$ cat config.mk
export PLATFORM = sky130hd
export DESIGN_NAME = add_seq_driver
export DESIGN_NICKNAME = d
export VERILOG_FILES = /design/src/rtl/add_seq_driver.sv
export SDC_FILE = /design/constraint.sdc
export NUM_CORES = 1
export LEC_CHECK = 0
export CAP_MARGIN = 40
export CORE_MARGIN = 3
export CORE_UTILIZATION = 30
export CTS_CLUSTER_DIAMETER = 40
export DETAILED_ROUTE_END_ITERATION = 10
export PLACE_DENSITY = 0.54
export REMOVE_ABC_BUFFERS = 1
export SLEW_MARGIN = 30
export SYNTH_ARGS = -nofsm -noshare
export SYNTH_HDL_FRONTEND = slang
export SYNTH_SLANG_ARGS = --single-unit
export TNS_END_PERCENT = 30
$ cat constraint.sdc
create_clock -name clk -period 3.7 [get_ports clk]
set_clock_uncertainty 0.2 [all_clocks]
set_input_delay 0.74 -clock clk [delete_from_list [all_inputs] [get_ports clk]]
set_output_delay 0.74 -clock clk [all_outputs]
set_load 0.05 [all_outputs]
$ cat src/rtl/add_seq_driver.sv
// Two-beat operand initiator: takes an operand pair on a valid/ready request port,
// issues it to an adder responder as p_seq=1/2 beats, and returns the sum (or a timeout) on a valid/ready response port.
module add_seq_driver #(
    parameter int unsigned W       = 4,
    parameter int unsigned TIMEOUT = 8
) (
    input  logic         clk,
    input  logic         rst,
    input  logic         req_valid,
    output logic         req_ready,
    input  logic [W-1:0] req_a,
    input  logic [W-1:0] req_b,
    output logic [W-1:0] p,
    output logic [1:0]   p_seq,
    input  logic         res_valid,
    input  logic [W-1:0] s,
    output logic         rsp_valid,
    input  logic         rsp_ready,
    output logic [W-1:0] rsp_sum,
    output logic         rsp_carry,
    output logic         rsp_timeout,
    output logic         busy
);

    localparam int unsigned CW = $clog2(TIMEOUT);

    typedef enum logic [2:0] {IDLE, SEND_P1, SEND_P2, WAIT_RES, RESP} state_t;

    state_t        state, state_n;
    logic [W-1:0]  b_q, b_n;
    logic          carry_q, carry_n;
    logic [CW-1:0] cnt, cnt_n;
    logic [W-1:0]  p_n;
    logic [1:0]    p_seq_n;
    logic          rsp_valid_n, rsp_carry_n, rsp_timeout_n;
    logic [W-1:0]  rsp_sum_n;
    logic [W:0]    local_sum;

    assign req_ready = (state == IDLE) && !rst;
    assign busy      = (state != IDLE);
    assign local_sum = {1'b0, req_a} + {1'b0, req_b};

    always_ff @(posedge clk or posedge rst) begin
        if (rst) begin
            state       <= IDLE;
            b_q         <= '0;
            carry_q     <= 1'b0;
            cnt         <= '0;
            p           <= '0;
            p_seq       <= 2'd0;
            rsp_valid   <= 1'b0;
            rsp_sum     <= '0;
            rsp_carry   <= 1'b0;
            rsp_timeout <= 1'b0;
        end else begin
            state       <= state_n;
            b_q         <= b_n;
            carry_q     <= carry_n;
            cnt         <= cnt_n;
            p           <= p_n;
            p_seq       <= p_seq_n;
            rsp_valid   <= rsp_valid_n;
            rsp_sum     <= rsp_sum_n;
            rsp_carry   <= rsp_carry_n;
            rsp_timeout <= rsp_timeout_n;
        end
    end

    always_comb begin
        state_n       = state;
        b_n           = b_q;
        carry_n       = carry_q;
        cnt_n         = cnt;
        p_n           = p;
        p_seq_n       = p_seq;
        rsp_valid_n   = rsp_valid;
        rsp_sum_n     = rsp_sum;
        rsp_carry_n   = rsp_carry;
        rsp_timeout_n = rsp_timeout;
        unique case (state)
            IDLE: begin
                if (req_valid && req_ready) begin
                    b_n     = req_b;
                    carry_n = local_sum[W];
                    p_n     = req_a;
                    p_seq_n = 2'd1;
                    state_n = SEND_P1;
                end
            end
            SEND_P1: begin
                p_n     = b_q;
                p_seq_n = 2'd2;
                state_n = SEND_P2;
            end
            SEND_P2: begin
                p_n     = '0;
                p_seq_n = 2'd0;
                cnt_n   = '0;
                state_n = WAIT_RES;
            end
            WAIT_RES: begin
                // A result arriving on the last counted cycle takes priority over the timeout.
                if (res_valid) begin
                    rsp_sum_n     = s;
                    rsp_carry_n   = carry_q;
                    rsp_timeout_n = 1'b0;
                    rsp_valid_n   = 1'b1;
                    state_n       = RESP;
                end else if (cnt == CW'(TIMEOUT - 1)) begin
                    rsp_sum_n     = '0;
                    rsp_carry_n   = 1'b0;
                    rsp_timeout_n = 1'b1;
                    rsp_valid_n   = 1'b1;
                    state_n       = RESP;
                end else begin
                    cnt_n = cnt + CW'(1);
                end
            end
            RESP: begin
                if (rsp_valid && rsp_ready) begin
                    rsp_valid_n = 1'b0;
                    state_n     = IDLE;
                end
            end
            default: state_n = IDLE;
        endcase
    end

endmodule

==> Word-level counts from Yosys, hierarchy flattened <==
Cells that the tools add are included.
{ "totals": {"register_bits": 24, "latch_bits": 0, "input_bits": 17, "mem_bits_ro": 0, "ram_bits": 0, "elab_cells": 59, "memories": 0} }
{ "classes": {"n_mul": 0, "bitwise_logic": 0, "n_mux": 21, "eq_ne": 10, "add_sub_neg": 2, "n_div": 0, "shifts": 0, "n_lt_le_gt_ge": 0, "reduce_logical": 16} }
{ "op_table": {"columns": ["op", "n"], "rows": [
  ["3-bit 2-to-1 mux", 6],
  ["3-bit case mux with 5 select lines", 1],
  ["4-bit 2-to-1 mux", 3],
  ["4-bit case mux with 3 select lines", 1],
  ["3-bit AND reduction", 3],
  ["3-bit by 2-bit == test with 1-bit output, second input constant", 2],
  ["3-bit == test, second input constant", 2],
  ["1-bit 2-to-1 mux", 6],
  ["2-bit inequality test, second input constant", 3],
  ["2-bit case mux with 3 select lines", 1],
  ["3-bit case mux with 2 select lines", 1],
  ["2-bit AND reduction", 3],
  ["2-bit nonzero test", 3],
  ["3-bit nonzero test", 2],
  ["4-bit by 4-bit adder with 5-bit output", 1],
  ["3-bit by 1-bit adder with 3-bit output, second input constant", 1],
  ["3-bit by 1-bit == test with 1-bit output, second input constant", 1],
  ["1-bit logical AND", 3],
  ["3-bit logical NOT", 1],
  ["3-bit inequality test, second input constant", 1],
  ["2-bit 2-to-1 mux", 1],
  ["2-bit by 1-bit inequality test with 1-bit output, second input constant", 1],
  ["1-bit case mux with 2 select lines", 1],
  ["1-bit logical NOT", 1]
]} }

==> Logic depth before layout (Yosys ltp) <==
{ "logic_depth": {"word_depth": 5, "mapped_depth": 5} }

==> Worst setup path after synthesis <==
No wires, ideal clock.
{ "synth_timing": {"path_type": "flip-flop to output port", "start": "reg state[0]", "end": "out req_ready", "arrival_time_ns": 1.649, "t_required_ns": 2.760, "path_buffers": 0, "path_stages_with_launch": 4, "path_slack_ns": 1.111, "cell_sequence": "dfrtp_1 > nor3_4 > inv_1 > nor2_1"} }
{ "synth_via": {"elab_chain_len": 2} }
{ "synth_lines": {"columns": ["element", "line", "rtl"], "rows": [
  ["start: declaration", "29", "state_t state, state_n;"],
  ["start signal: assignment", "56", "state <= state_n;"],
  ["3-bit logical NOT", "39", "assign req_ready = (state == IDLE) && !rst;"],
  ["1-bit logical AND", "39", null],
  ["end: declaration", "10", "output logic req_ready,"]
]} }
Every way passes these cells.

==> Worst setup path after layout <==
Same ends and word-level chain as after synthesis.

==> metrics.cfg <==
[final_layout]
final_net_count = 162
antenna_cells = 0
post-route-util_pct = 43.3
layout-drive-gt1-share_pct = 10.1
areaGrowthSynthToFinish_pct = 34.7

[setup_path]
critical_path.startpoint = state[0]
critical_path_required_ns = 2.76
worstSetupEndpointType = output pin
crit_path_start_kind = register
crit_arrival_ns = 2.14
critical_path.max_fanout = 15
r2r_start = cnt[0]
worst-setup-path-type = reg2out
r2r-end = cnt[0]
r2r_cells = 5
reg2reg_setup_slack_ns = 1.76

[power]
power.density_cell_area_nw_per_um2 = 883
cellLeakagePower_nw = 0.742
ir_drop_mv = 0.271

[grt]
global_route.usage.total_pct = 12.0
antenna_found_initial = 0
grt_max_degree = 17
grt_pass1_wl_um = 4790
grt_overflow_total = 0
grt_pass1_vias = 963

[synth]
ys_top_cells_by_area = sky130_fd_sc_hd__dfrtp_1 49%, sky130_fd_sc_hd__a22o_1 8.6%, sky130_fd_sc_hd__ha_1 5.1%
ys_ff_latch = 24
synth_seq_area_share_pct = 49.1
postSynth.asyncResetShare_pct = 100
syn-mean-instance-area_um2 = 11.4
yosys.area.top_type_share_pct = 49.1
netlist.top_cell.by_area = sky130_fd_sc_hd__dfrtp_1
synth-edff-count = 0
synth_area_um2 = 1220
synth_flop_cell = sky130_fd_sc_hd__dfrtp_1
synth.cells.most_frequent = 24 x sky130_fd_sc_hd__dfrtp_1, 12 x sky130_fd_sc_hd__a22o_1, 8 x sky130_fd_sc_hd__inv_1, 7 x sky130_fd_sc_hd__nor2_1, 6 x sky130_fd_sc_hd__o21ai_0
ys_warn_count = 0
yosysUniqueCellTypes = 30
post_synth_inst_count = 107
post-synth-top-count-cell = sky130_fd_sc_hd__dfrtp_1

[timing]
totalNegativeSetupSlack_ns = 0
layout_min_cycle_time_ns = 3.08
timing.max_slew.rel_slack_pct = 65.6
timing.final.crit_share_pct = 83.3
worstMarginPinSlew_ns = 0.516
rsz0062_at_grt = false
setup_viol = 0
fmaxAchievable_mhz = 324
final_max_tran_viols = 0
finalHoldViolCount = 0

[floorplan]
die_h_um = 69.8
die_width_um = 69.8
pin_count = 32
die_area_um2 = 4880
core-area_um2 = 3800
initial_core_utilization_pct = 32.2
num_rows = 22

[clocking]
cts_tree = built
cts_resized = 0
cts-root-to-sink-buffers = 2
tritoncts.num_buffers = 3
clock-root-buffer = sky130_fd_sc_hd__clkbuf_8
htree_num_levels = 1
clk_pin_slew_worst_paths_ns = 0.08
insertion_delay_ns = 0.26
cts_hold_repair_buffers = 0
cts.repair_timing.setup_buffer_count = 0
cts_num_sinks = 24

[worst_hold_path]
hold_start = rsp_sum[2]
hold_path.class = reg2reg
min_delay_worst_endpoint = rsp_sum[2]
holdPathStages = 1

[detailed_routing]
drt_first_iter_violations = 29
route.vias.total = 938
drt_first_pass_iters = 4
avgRoutedWirePerCell_um = 14.3
routed_wirelength_um = 2680
post_dr_vias_cell = 5.02
remaining_drc_errors = 0
antenna_violating_nets_post_route = 0

[status]
status = complete, no violations

[flow_run]
timing.max_cap.violations = 0

[placement]
weighted_congestion_at_the_end_of_routability_driven_global_placement = 0.782
portBuffers = 31
detailedPlacementHpwl_um = 2150

-- area by class of cell --
cell class | instances | area (um^2)
inverter | 8 | 30.0
timing repair buffer | 32 | 338
fill | 360 | 2150
clock buffer | 3 | 41.3
multi-input combinational | 71 | 547
tap | 48 | 60.1
sequential | 24 | 601
clock inverter | 1 | 30.0
-- state kept, by name, indices dropped and copies added, names as in the netlist --
register     count
b_q              4
carry_q          1
cnt              3
p                4
p_seq            2
rsp_carry        1
rsp_sum          4
rsp_timeout      1
rsp_valid        1
state            3
-- layout by cell type, fill, tap and decap left out, drive strengths merged, types with 5 or more instances in the layout --
master         count
dfrtp             24
o21ai              6
inv                8
nand2              5
a22o              12
ha                 5
mux2               5
nor2               7
clkdlybuf4s50     31
a21oi              5
-- how the worst max path moves through the flow --
stage	to	cells past startpoint
after floorplan	req_ready	3
after global placement	req_ready	3
after detailed placement	req_ready	3
after CTS	req_ready	4
after global routing	req_ready	4
final	req_ready	4
-- routing by layer --
metal / GRT usage, % / routed length [um] / up-vias
met5: 0 / 0 / -
met4: 3.19 / 27 / 0
met3: 2.17 / 82 / 2
met2: 18.8 / 1330 / 15
met1: 16.9 / 1250 / 464
li1: - / - / 457
-- power breakdown --
part	total [W]	internal, W	switching [W]
combinational	0.000729	0.000301	0.000428
clock	0.000223	0.000144	0.0000785
sequential	0.000502	0.000377	0.000125
-- critical path, stage by stage, from the launching register on --
cell	delay, ns
sky130_fd_sc_hd__dfrtp_1	0.57
sky130_fd_sc_hd__nor3_4	0.31
sky130_fd_sc_hd__inv_1	0.10
sky130_fd_sc_hd__nor2_1	0.09
sky130_fd_sc_hd__clkdlybuf4s50_1	0.80
-- metrics by stage --
stage	instances	total power, W	setup slack, ns	area (um^2)	hold WS (ns)
2_1_floorplan	103	0.000993	1.02	1180	0.274
3_3_place_gp	182	0.00122	0.620	1550	0.285
3_5_place_dp	183	0.00124	0.615	1580	0.287
4_1_cts	187	0.00147	0.599	1650	0.314
5_1_grt	187	0.00155	0.444	1650	0.344
6_report	187	0.00145	0.617	1650	0.310
-- cell families (layout without fill, tap and decap cells) --
group                      after synthesis  count (layout)  synth area share, %
AOI/OAI and AO/OA                       32              32                 19.9
adders and majority gates                5               5                 5.12
buffers and inverters                   12              44                 6.14
DFF                                     24              24                 49.1
muxes                                    5               5                 4.61
and+or+nand+nor                         29              29                 15.2
No activity file was read; power rests on OpenSTA's default activity.
